--- src/rtl/lvds_capture_ctrl_pkg.sv ---
// Shared definitions for the LVDS capture sequencer: FSM encodings, STATE
// field positions, default geometry and the ping-pong bank selection rule.
package lvds_capture_ctrl_pkg;

   localparam int WORDS_PER_FRAME_DEF = 256;
   localparam int ADDR_W_DEF          = 9;

   typedef enum logic [2:0] {
      ST_IDLE     = 3'd0,
      ST_ARM      = 3'd1,
      ST_WAIT_SOF = 3'd2,
      ST_SHIFT    = 3'd3,
      ST_DROP     = 3'd4,
      ST_DONE     = 3'd5
   } cap_state_t;

   localparam int STATE_OVR_BIT  = 7;
   localparam int STATE_LAST_BIT = 6;
   localparam int STATE_FULL_LSB = 4;
   localparam int STATE_FSM_LSB  = 0;

   // Returns {ok, bank}: the preferred bank if free, else the other one if free.
   function automatic logic [1:0] pick_bank(input logic [1:0] full, input logic pref);
      logic [1:0] res;
      if (!full[pref]) begin
         res = {1'b1, pref};
      end else if (!full[~pref]) begin
         res = {1'b1, ~pref};
      end else begin
         res = 2'b00;
      end
      return res;
   endfunction

endpackage

--- src/rtl/lvds_capture_ctrl_tgl_sync.sv ---
// Two-flop synchroniser for signals entering the LVDS_CLK domain; with EDGE set
// it emits a one-cycle pulse for every toggle of the input, else the level.
module tgl_sync #(
   parameter bit EDGE = 1'b1
) (
   input  logic clk,
   input  logic rst_n,
   input  logic d,
   output logic q
);

   if (EDGE) begin : g_edge
      logic [2:0] sync_r;
      // Synchroniser chain plus one history flop for toggle detection
      always_ff @(posedge clk or negedge rst_n) begin
         if (!rst_n) begin
            sync_r <= 3'b000;
         end else begin
            sync_r <= {sync_r[1:0], d};
         end
      end
      assign q = sync_r[2] ^ sync_r[1];
   end else begin : g_level
      logic [1:0] sync_r;
      // Plain synchroniser chain for quasi-static levels
      always_ff @(posedge clk or negedge rst_n) begin
         if (!rst_n) begin
            sync_r <= 2'b00;
         end else begin
            sync_r <= {sync_r[0], d};
         end
      end
      assign q = sync_r[1];
   end

endmodule

--- src/rtl/lvds_capture_ctrl.sv ---
// Capture sequencer: frame detection on LVDS_VS, MSB-first word assembly and
// ping-pong writes into the dual-bank receive SRAM with full/overrun status.
module lvds_capture_ctrl
   import lvds_capture_ctrl_pkg::*;
#(
   parameter int WORDS_PER_FRAME = WORDS_PER_FRAME_DEF,
   parameter int ADDR_W          = ADDR_W_DEF
) (
   input  logic              LVDS_CLK,
   input  logic              RSTn,
   input  logic              LVDS_VS,
   input  logic              LVDS_DATA,
   input  logic              CAP_EN,
   input  logic [1:0]        CLR_TGL,
   input  logic              OVR_CLR_TGL,
   output logic              BUF_WEN,
   output logic [ADDR_W-1:0] BUF_WADDR,
   output logic [31:0]       BUF_WD,
   output logic [1:0]        BANK_FULL,
   output logic              LAST_BANK,
   output logic [ADDR_W-1:0] FRAME_LEN,
   output logic [7:0]        STATE
);

   localparam logic [ADDR_W-1:0] LAST_WORD = ADDR_W'(WORDS_PER_FRAME - 1);

   logic              cap_en;
   logic [1:0]        clr_pulse;
   logic              ovr_clr;
   cap_state_t        state;
   logic              bank;
   logic              pref;
   logic              overrun;
   logic [ADDR_W-1:0] wcnt;
   logic [4:0]        bit_cnt;
   logic [31:0]       shreg;
   logic [1:0]        pick;

   tgl_sync #(.EDGE(1'b0)) u_cap_sync (.clk(LVDS_CLK), .rst_n(RSTn), .d(CAP_EN), .q(cap_en));
   tgl_sync #(.EDGE(1'b1)) u_ovr_sync (.clk(LVDS_CLK), .rst_n(RSTn), .d(OVR_CLR_TGL), .q(ovr_clr));

   for (genvar i = 0; i < 2; i++) begin : g_clr
      tgl_sync #(.EDGE(1'b1)) u_clr_sync (.clk(LVDS_CLK), .rst_n(RSTn), .d(CLR_TGL[i]), .q(clr_pulse[i]));
   end

   assign pick  = pick_bank(BANK_FULL, pref);
   assign STATE = {overrun, LAST_BANK, BANK_FULL, 1'b0, state};

   // Capture FSM, word assembly, SRAM write port and bank status
   always_ff @(posedge LVDS_CLK or negedge RSTn) begin
      if (!RSTn) begin
         state     <= ST_IDLE;
         bank      <= 1'b0;
         pref      <= 1'b0;
         overrun   <= 1'b0;
         wcnt      <= '0;
         bit_cnt   <= 5'd0;
         shreg     <= 32'd0;
         BUF_WEN   <= 1'b0;
         BUF_WADDR <= '0;
         BUF_WD    <= 32'd0;
         BANK_FULL <= 2'b00;
         LAST_BANK <= 1'b0;
         FRAME_LEN <= '0;
      end else begin
         BUF_WEN   <= 1'b0;
         BANK_FULL <= BANK_FULL & ~clr_pulse;
         overrun   <= overrun & ~ovr_clr;
         if (!cap_en) begin
            state <= ST_IDLE;
         end else begin
            case (state)
               ST_IDLE: state <= ST_ARM;
               ST_ARM: begin
                  if (LVDS_VS) state <= ST_WAIT_SOF;
               end
               ST_WAIT_SOF: begin
                  if (!LVDS_VS) begin
                     if (pick[1]) begin
                        bank    <= pick[0];
                        shreg   <= {31'd0, LVDS_DATA};
                        bit_cnt <= 5'd1;
                        wcnt    <= '0;
                        state   <= ST_SHIFT;
                     end else begin
                        overrun <= 1'b1;
                        state   <= ST_DROP;
                     end
                  end
               end
               ST_SHIFT: begin
                  // A rising VS ends the frame; any partially assembled word is lost
                  if (LVDS_VS) begin
                     state <= ST_DONE;
                  end else begin
                     shreg   <= {shreg[30:0], LVDS_DATA};
                     bit_cnt <= bit_cnt + 5'd1;
                     if (bit_cnt == 5'd31) begin
                        BUF_WEN   <= 1'b1;
                        BUF_WD    <= {shreg[30:0], LVDS_DATA};
                        BUF_WADDR <= {bank, wcnt[ADDR_W-2:0]};
                        wcnt      <= wcnt + ADDR_W'(1);
                        if (wcnt == LAST_WORD) state <= ST_DONE;
                     end
                  end
               end
               ST_DROP: begin
                  if (LVDS_VS) state <= ST_WAIT_SOF;
               end
               ST_DONE: begin
                  if (wcnt != '0) begin
                     BANK_FULL <= (BANK_FULL & ~clr_pulse) | (2'b01 << bank);
                     LAST_BANK <= bank;
                     FRAME_LEN <= wcnt;
                     pref      <= ~bank;
                  end
                  state <= ST_ARM;
               end
               default: state <= ST_IDLE;
            endcase
         end
      end
   end

endmodule

--- config.mk ---
export PLATFORM = sky130hd
export DESIGN_NAME = lvds_capture_ctrl
export DESIGN_NICKNAME = d
export VERILOG_FILES = /design/src/rtl/lvds_capture_ctrl_pkg.sv /design/src/rtl/lvds_capture_ctrl_tgl_sync.sv /design/src/rtl/lvds_capture_ctrl.sv
export SDC_FILE = /design/constraint.sdc
export NUM_CORES = 1
export LEC_CHECK = 0
export CAP_MARGIN = 25
export CORE_AREA = 2 2 127 129
export CTS_CLUSTER_DIAMETER = 150
export DETAILED_ROUTE_END_ITERATION = 10
export DIE_AREA = 0 0 129 131
export PLACE_DENSITY = 0.54
export SETUP_SLACK_MARGIN = 0.2
export SLEW_MARGIN = 20
export SYNTH_ARGS = -nofsm -noshare
export SYNTH_HDL_FRONTEND = slang
export SYNTH_SLANG_ARGS = --single-unit
--- constraint.sdc ---
create_clock -name LVDS_CLK -period 4.3 [get_ports LVDS_CLK]
set_clock_uncertainty 0.05 [all_clocks]
set_input_delay 0.43 -clock LVDS_CLK [delete_from_list [all_inputs] [get_ports LVDS_CLK]]
set_output_delay 0.43 -clock LVDS_CLK [all_outputs]
set_load 0.02 [all_outputs]
==> impl_results.md, run 1 <==
* Syn Inst Count at 338
* Share of cells above drive strength 1 at 19.2%
* Largest net degree at the start of global routing at 51
* Vias per inst at 4.59
* Flops & latches, synth at 116
* Final Max Slew Viols at 0
* Number of max-cap violations at 0
* P per Cell Area at 446 mW/mm2
* CP required at 4.53 ns
* Synth Area in Simple Gates at 5.89%
* Layout area overhead at 32.9%
* CP Launch Point: state[2]
* Cell taking the most area after synthesis: dfrtp_1
* DR vias at 2921
* Fin crit share at 63.3%
* Register area share after synthesis at 63.8%
* Top cell type's share of synthesized area at 63.8%
* Antenna viol nets, final at 0
* Starting Density at 29.2%
* DR pass1 iterations at 4
* Hold path cells at 0
* # resized after CTS at 0
* I/O Buffers at 68
* Syn Nets at 351
* Core Region at 0.0156 mm2
* Most common cell in the synthesized netlist: dfrtp_1
* VDD IR max at 321 uV
* Worst-Skew Late Latency at 0.41 ns
* CTS buffer count at 17
* FF-to-FF setup slack at 1.58 ns
* GRT overflow at 0
* Diodes inserted at 0
* Setup_tns at 0 ns
* Worst Hold Class: reg -> reg
* Async set-reset flop share out of synthesis at 100%
* Worst-path fanout max at 43
* Mux cell area share after synthesis at 11.9%
* Xor/xnor share of the synthesized area at 0.963%
* Number of global-route vias before repair at 3058
* Min-Delay Startpoint: u_ovr_sync.g_edge.sync_r[0]
* Post-synth top flop: dfrtp_1
* Nets at 422
* Detailed Route WL at 9400 um
* Setup Fix Bufs, Post-CTS at 0
* Post-Syn Area at 0.00455 mm2
* Achievable frequency at 0.367 GHz
* Post-synth EDFFs at 0
* CTS tree: done
* Hold EP: u_ovr_sync.g_edge.sync_r[1]
* Final Hold Vio Count at 0
* Die H at 131 um
* RSZ-0062 raised after global routing: no
* Endpoint class of the critical path: flip-flop
* Initial antenna violation count at 0
* Crit path kind: reg -> reg
* Relative slew slack at 49.7%
* Main area contributors after synthesis: dfrtp_1, mux2_2, a22o_1
* Clk root buf: clkbuf_16
* Status: finished, final reports clean
* Die Area at 0.0169 mm2
* CP Data Arrival Time at 2.95 ns
* Final hold slack at 0.300 ns
* CTS Buffer Depth at 2
* Largest family of logic cells by synthesized area: compound AO/OA/AOI/OAI gates
* Synth Warn # at 0
* Hold_buf cts at 1
* Post-Synth Adder-Cell Area at 1.38%
* Clock transition at path regs at 0.05 ns
* Netlist cell types at 43
* Cell Rows at 46
* Tmin final at 2.72 ns
* Residual DRC at 0
* Synth Area in Compound Gates at 12.1%
* Post-synthesis area per instance at 13.5 um2
* Worst R2R End: BUF_WD[3]
* GRT Total Usage at 12.2%
* Worst R2R Path Depth at 6
* First-iteration detailed-routing DRC count at 121
* Most instantiated cells after synthesis: dfrtp_1, mux2_2, a22o_1, o21ai_0, nand2_1
* Worst r2r src: state[2]
* Leak at 2.75 nW
* Clock H-tree levels at 4
* GPL Wtd Cong at 0.788
* First-pass GRT wire length at 15900 um
* Width of the die at 129 um
* Setup violations, final at 0
* Worst-Margin Slew at 0.754 ns
* Avg WL per Cell at 14.8 um
* Clock sinks at 116
* Startpoint Class: flip-flop
* Final HPWL DP at 5980 um
* I/O pin count at 70
## kinds of logic after synthesis
family                   count (synthesis)
AND/OR/NAND/NOR                         51
adder cells (fa/ha/maj)                  5
XOR/XNOR                                 5
AO/OA/AOI/OAI                           80
buffers and inverters                   32
multiplexers                            48
other                                    1
flip-flops                             116
## flip-flops by register name, summed over array words and instances, names as in the netlist, 3 cells and up
| signal | cells |
|---|---|
| state | 3 |
| FRAME_LEN | 9 |
| BUF_WADDR | 9 |
| BUF_WD | 32 |
| shreg | 31 |
| wcnt | 9 |
| u_ovr_sync.g_edge.sync_r | 3 |
| bit_cnt | 5 |
| g_clr.u_clr_sync.g_edge.sync_r | 6 |
## power by group
| group | internal [W] | leakage, nW | switching, W | total, W |
|---|---|---|---|---|
| logic | 0.0000365 | 0.863 | 0.0000505 | 0.0000870 |
| clock network | 0.000992 | 0.299 | 0.000475 | 0.00147 |
| registers | 0.00112 | 1.59 | 0.0000267 | 0.00114 |
## how the worst max path moves through the flow
stage	depth (start not counted)	endpoint	slack (ns)
6_report	6	BUF_WD[3]	1.58
5_1_grt	6	BUF_WD[3]	1.39
4_1_cts	6	BUF_WD[3]	1.55
3_5_place_dp	6	BUF_WADDR[5]	1.27
3_3_place_gp	6	BUF_WD[3]	1.34
2_1_floorplan	9	state[1]	2.28
## metrics by stage
step / util (%) / setup slack, ns / area, um2 / cells / power (W)
after floorplan: - / 2.28 / 4550 / 338 / 0.00120
after global placement: 34.6 / 1.34 / 5390 / 603 / 0.00124
after detailed placement: 34.8 / 1.27 / 5420 / 605 / 0.00125
after CTS: 38.8 / 1.55 / 6050 / 637 / 0.00274
after global routing: 38.8 / 1.39 / 6050 / 637 / 0.00281
final: 38.8 / 1.58 / 6050 / 637 / 0.00270
## final cells by class
class,count,area [um2]
sequential,116,2900
timing repair buffer,74,743
tap,216,270
fill,1492,9550
inverter,10,38.8
multi-input combinational,190,1480
clock inverter,10,155
clock buffer,21,460
## cell usage in the layout, fill, tap and decap left out, types with 4 or more instances in the layout
cell / Yosys / final
a21oi_1: 6 / 6
a22o_1: 30 / 30
and3_1: 5 / 5
buf_4: 6 / 4
bufinv_16: 0 / 4
clkbuf_16: 0 / 17
clkdlybuf4s50_1: 0 / 67
clkinv_2: 1 / 5
dfrtp_1: 116 / 116
ha_1: 5 / 5
inv_1: 8 / 8
mux2_1: 7 / 7
mux2_2: 40 / 40
nand2_1: 21 / 21
nand3b_1: 4 / 4
nor2_1: 7 / 7
o21ai_0: 28 / 28
## worst max-delay path, stage by stage (launching register included)
cell	delay [ns]
dfrtp_1	0.56
nand3b_1	0.29
nor3_4	0.05
buf_4	0.24
nand2_2	0.20
clkinv_2	0.62
mux2_1	0.57
## per-layer routing
metal / vias up / wire (um) / global-route usage (%)
met5: - / 0 / 0
met1: 1482 / 4710 / 16.7
met4: 0 / 112 / 5.18
li1: 1353 / - / -
met2: 74 / 4130 / 17.6
met3: 12 / 443 / 4.28
(Power assumes the default switching activity.)
==> run 2: changes to the inputs <==
==> constraint.sdc (replaced) <==
create_clock -name LVDS_CLK -period 2.8 [get_ports LVDS_CLK]
set_clock_uncertainty 0.05 [all_clocks]
set_input_delay 0.28 -clock LVDS_CLK [delete_from_list [all_inputs] [get_ports LVDS_CLK]]
set_output_delay 0.28 -clock LVDS_CLK [all_outputs]
set_load 0.02 [all_outputs]
==> run 2 against run 1 <==
Die area unchanged. Count of clock-buffer cells in the layout fell by 1. First-iteration DRC count up 21%. Fmax is 22% higher. Via count is 0.92% lower. Global-route usage up 0.10 points. Cell count increased by 0.47%. Flip-flop and latch count did not move. Utilization is 0.55 points higher.
==> impl_results.md, run 2 (synthesized netlist as in run 1, its figures left out) <==
* Status: finished, final reports clean
* Tmin final at 2.24 ns
* Leak at 2.80 nW
* Final setup margin at 0.563 ns
* GRT Total Usage at 12.3%
* Width of the die at 129 um
* Worst-path fanout max at 7
* VDD IR max at 452 uV
* Share of cells above drive strength 1 at 20.0%
* Worst-Margin Slew at 0.656 ns
* Final Max Slew Viols at 0
* CTS tree: done
* Number of max-cap violations at 0
* GPL Wtd Cong at 0.762
* Critical path, cell by cell: ha_1 > and3_1 > and3_1 > and3_1 > ha_1 > a211oi_1 > nand2_1 > a21oi_1 > o21a_1
* Clock power frac at 56.3%
* Initial antenna violation count at 0
* Clock transition at path regs at 0.05 ns
* Net Sw Frac at 19.6%
* Endpoint class of the critical path: flip-flop
* Cell mode on critical path: and3_1
* Antenna viol nets, final at 0
* RSZ-0062 raised after global routing: no
* Worst R2R Path Depth at 9
* I/O pin count at 70
* P per Cell Area at 705 mW/mm2
* Slowest stage delay, CP at 0.46 ns
* Die Area at 0.0169 mm2
* Worst Hold Class: in -> reg
* Avg WL per Cell at 14.7 um
* Setup_tns at 0 ns
* Worst Setup EP: state[1]
* Fill count at 1479
* Commonest non-fill, non-tap cell in the layout: dfrtp_1
* Starting Density at 29.2%
* Pre-CTS WS at 0.459 ns
* CTS buffer count at 17
* Die H at 131 um
* Slowest CP cell: dfrtp_1
* CTS Buffer Depth at 2
* Final Hold Vio Count at 0
* Achievable frequency at 0.447 GHz
* Combinational power share at 3.2%
* Largest regs: BUF_WD: 32 flops, shreg: 31 flops
* CP required at 3.10 ns
* Worst R2R End: state[1]
* Clock sinks at 116
* Core Region at 0.0156 mm2
* Setup Fix Bufs, Post-CTS at 0
* # resized after CTS at 0
* Relative slew slack at 56.1%
* DR pass1 iterations at 4
* Startpoint Class: flip-flop
* Largest register FFs at 32
* Detailed Route WL at 9390 um
* Residual DRC at 0
* Hold path cells at 1
* Hold_buf cts at 1
* First-iteration detailed-routing DRC count at 146
* Net switching power at 0.000848 W
* I/O Buffers at 68
* Crit path kind: reg -> reg
* FF-to-FF setup slack at 0.56 ns
* Number of global-route vias before repair at 2972
* Clock H-tree levels at 4
* Worst-Skew Late Latency at 0.41 ns
* Worst r2r src: wcnt[0]
* Final design utilization at 39.3%
* Cell Rows at 46
* CP Launch Point: wcnt[0]
* Setup violations, final at 0
* Largest net degree at the start of global routing at 70
* Final HPWL DP at 6130 um
* Flop pwr share at 40.5%
* First-pass GRT wire length at 16000 um
* Clk root buf: clkbuf_16
* Diodes inserted at 0
* Internal Power at 0.00347 W
* GRT overflow at 0
* Most frequent cells in the layout: dfrtp_1, clkdlybuf4s50_1, mux2_2
* Fin crit share at 79.9%
* Nets at 426
* Final hold slack at 0.260 ns
* DR vias at 2894
* Layout area overhead at 34.8%
* Biggest register: BUF_WD
* Vias per inst at 4.52
* CP Data Arrival Time at 2.54 ns
==> run 2: metrics by stage <==
| stage | power [W] | std cells | instance area [um2] |
|---|---|---|---|
| final | 0.00432 | 640 | 6130 |
| after global routing | 0.00449 | 640 | 6130 |
| after CTS | 0.00438 | 639 | 6120 |
| after detailed placement | 0.00192 | 608 | 5450 |
| after global placement | 0.00191 | 608 | 5450 |
| after floorplan | 0.00184 | 338 | 4550 |
==> run 2: worst min path at each step <==
stage	startpoint	end	slack, ns
global route	OVR_CLR_TGL	u_ovr_sync.g_edge.sync_r[0]	0.25
detailed placement	g_clr[0].u_clr_sync.g_edge.sync_r[0]	g_clr[0].u_clr_sync.g_edge.sync_r[1]	0.28
CTS	CLR_TGL[0]	g_clr[0].u_clr_sync.g_edge.sync_r[0]	0.24
floorplan	RSTn	BANK_FULL[0]	-0.07
global placement	g_clr[1].u_clr_sync.g_edge.sync_r[0]	g_clr[1].u_clr_sync.g_edge.sync_r[1]	0.28
finish	CLR_TGL[1]	g_clr[1].u_clr_sync.g_edge.sync_r[0]	0.26
==> run 2: final cells by class <==
type / instances / area [um2] / area share (%)
Clock buffer: 20 / 457 / 7.45
Clock inverter: 10 / 204 / 3.33
Inverter: 10 / 38.8 / 0.632
Multi-Input combinational cell: 190 / 1480 / 24.1
Sequential cell: 116 / 2900 / 47.3
Tap cell: 216 / 270 / 4.41
Timing Repair Buffer: 78 / 785 / 12.8
==> run 2: worst max-delay path: cells and delay by family, from the launching register on <==
family                     cells  cell delay [ns]
AOI/OAI and AO/OA              3             0.49
adders and majority gates      2             0.46
DFF                            1             0.46
and+or+nand+nor                4             0.72
==> run 2: power by group through the flow <==
stage | Sequential, W | Combinational, W | Clock, W
3_5_place_dp | 0.00178 | 0.000142 | 0
5_1_grt | 0.00175 | 0.000162 | 0.00257
3_3_place_gp | 0.00178 | 0.000138 | 0
2_1_floorplan | 0.00177 | 0.0000694 | 0
4_1_cts | 0.00175 | 0.000143 | 0.00248
6_report | 0.00175 | 0.000139 | 0.00243
==> run 2: per-layer routing <==
layer | global-route usage, % | up-vias | routed length, um
met3 | 4.56 | 13 | 563
li1 | - | 1366 | -
met4 | 4.41 | 0 | 114
met1 | 17.3 | 1438 | 4660
met2 | 17.4 | 77 | 4050
met5 | 0 | - | 0
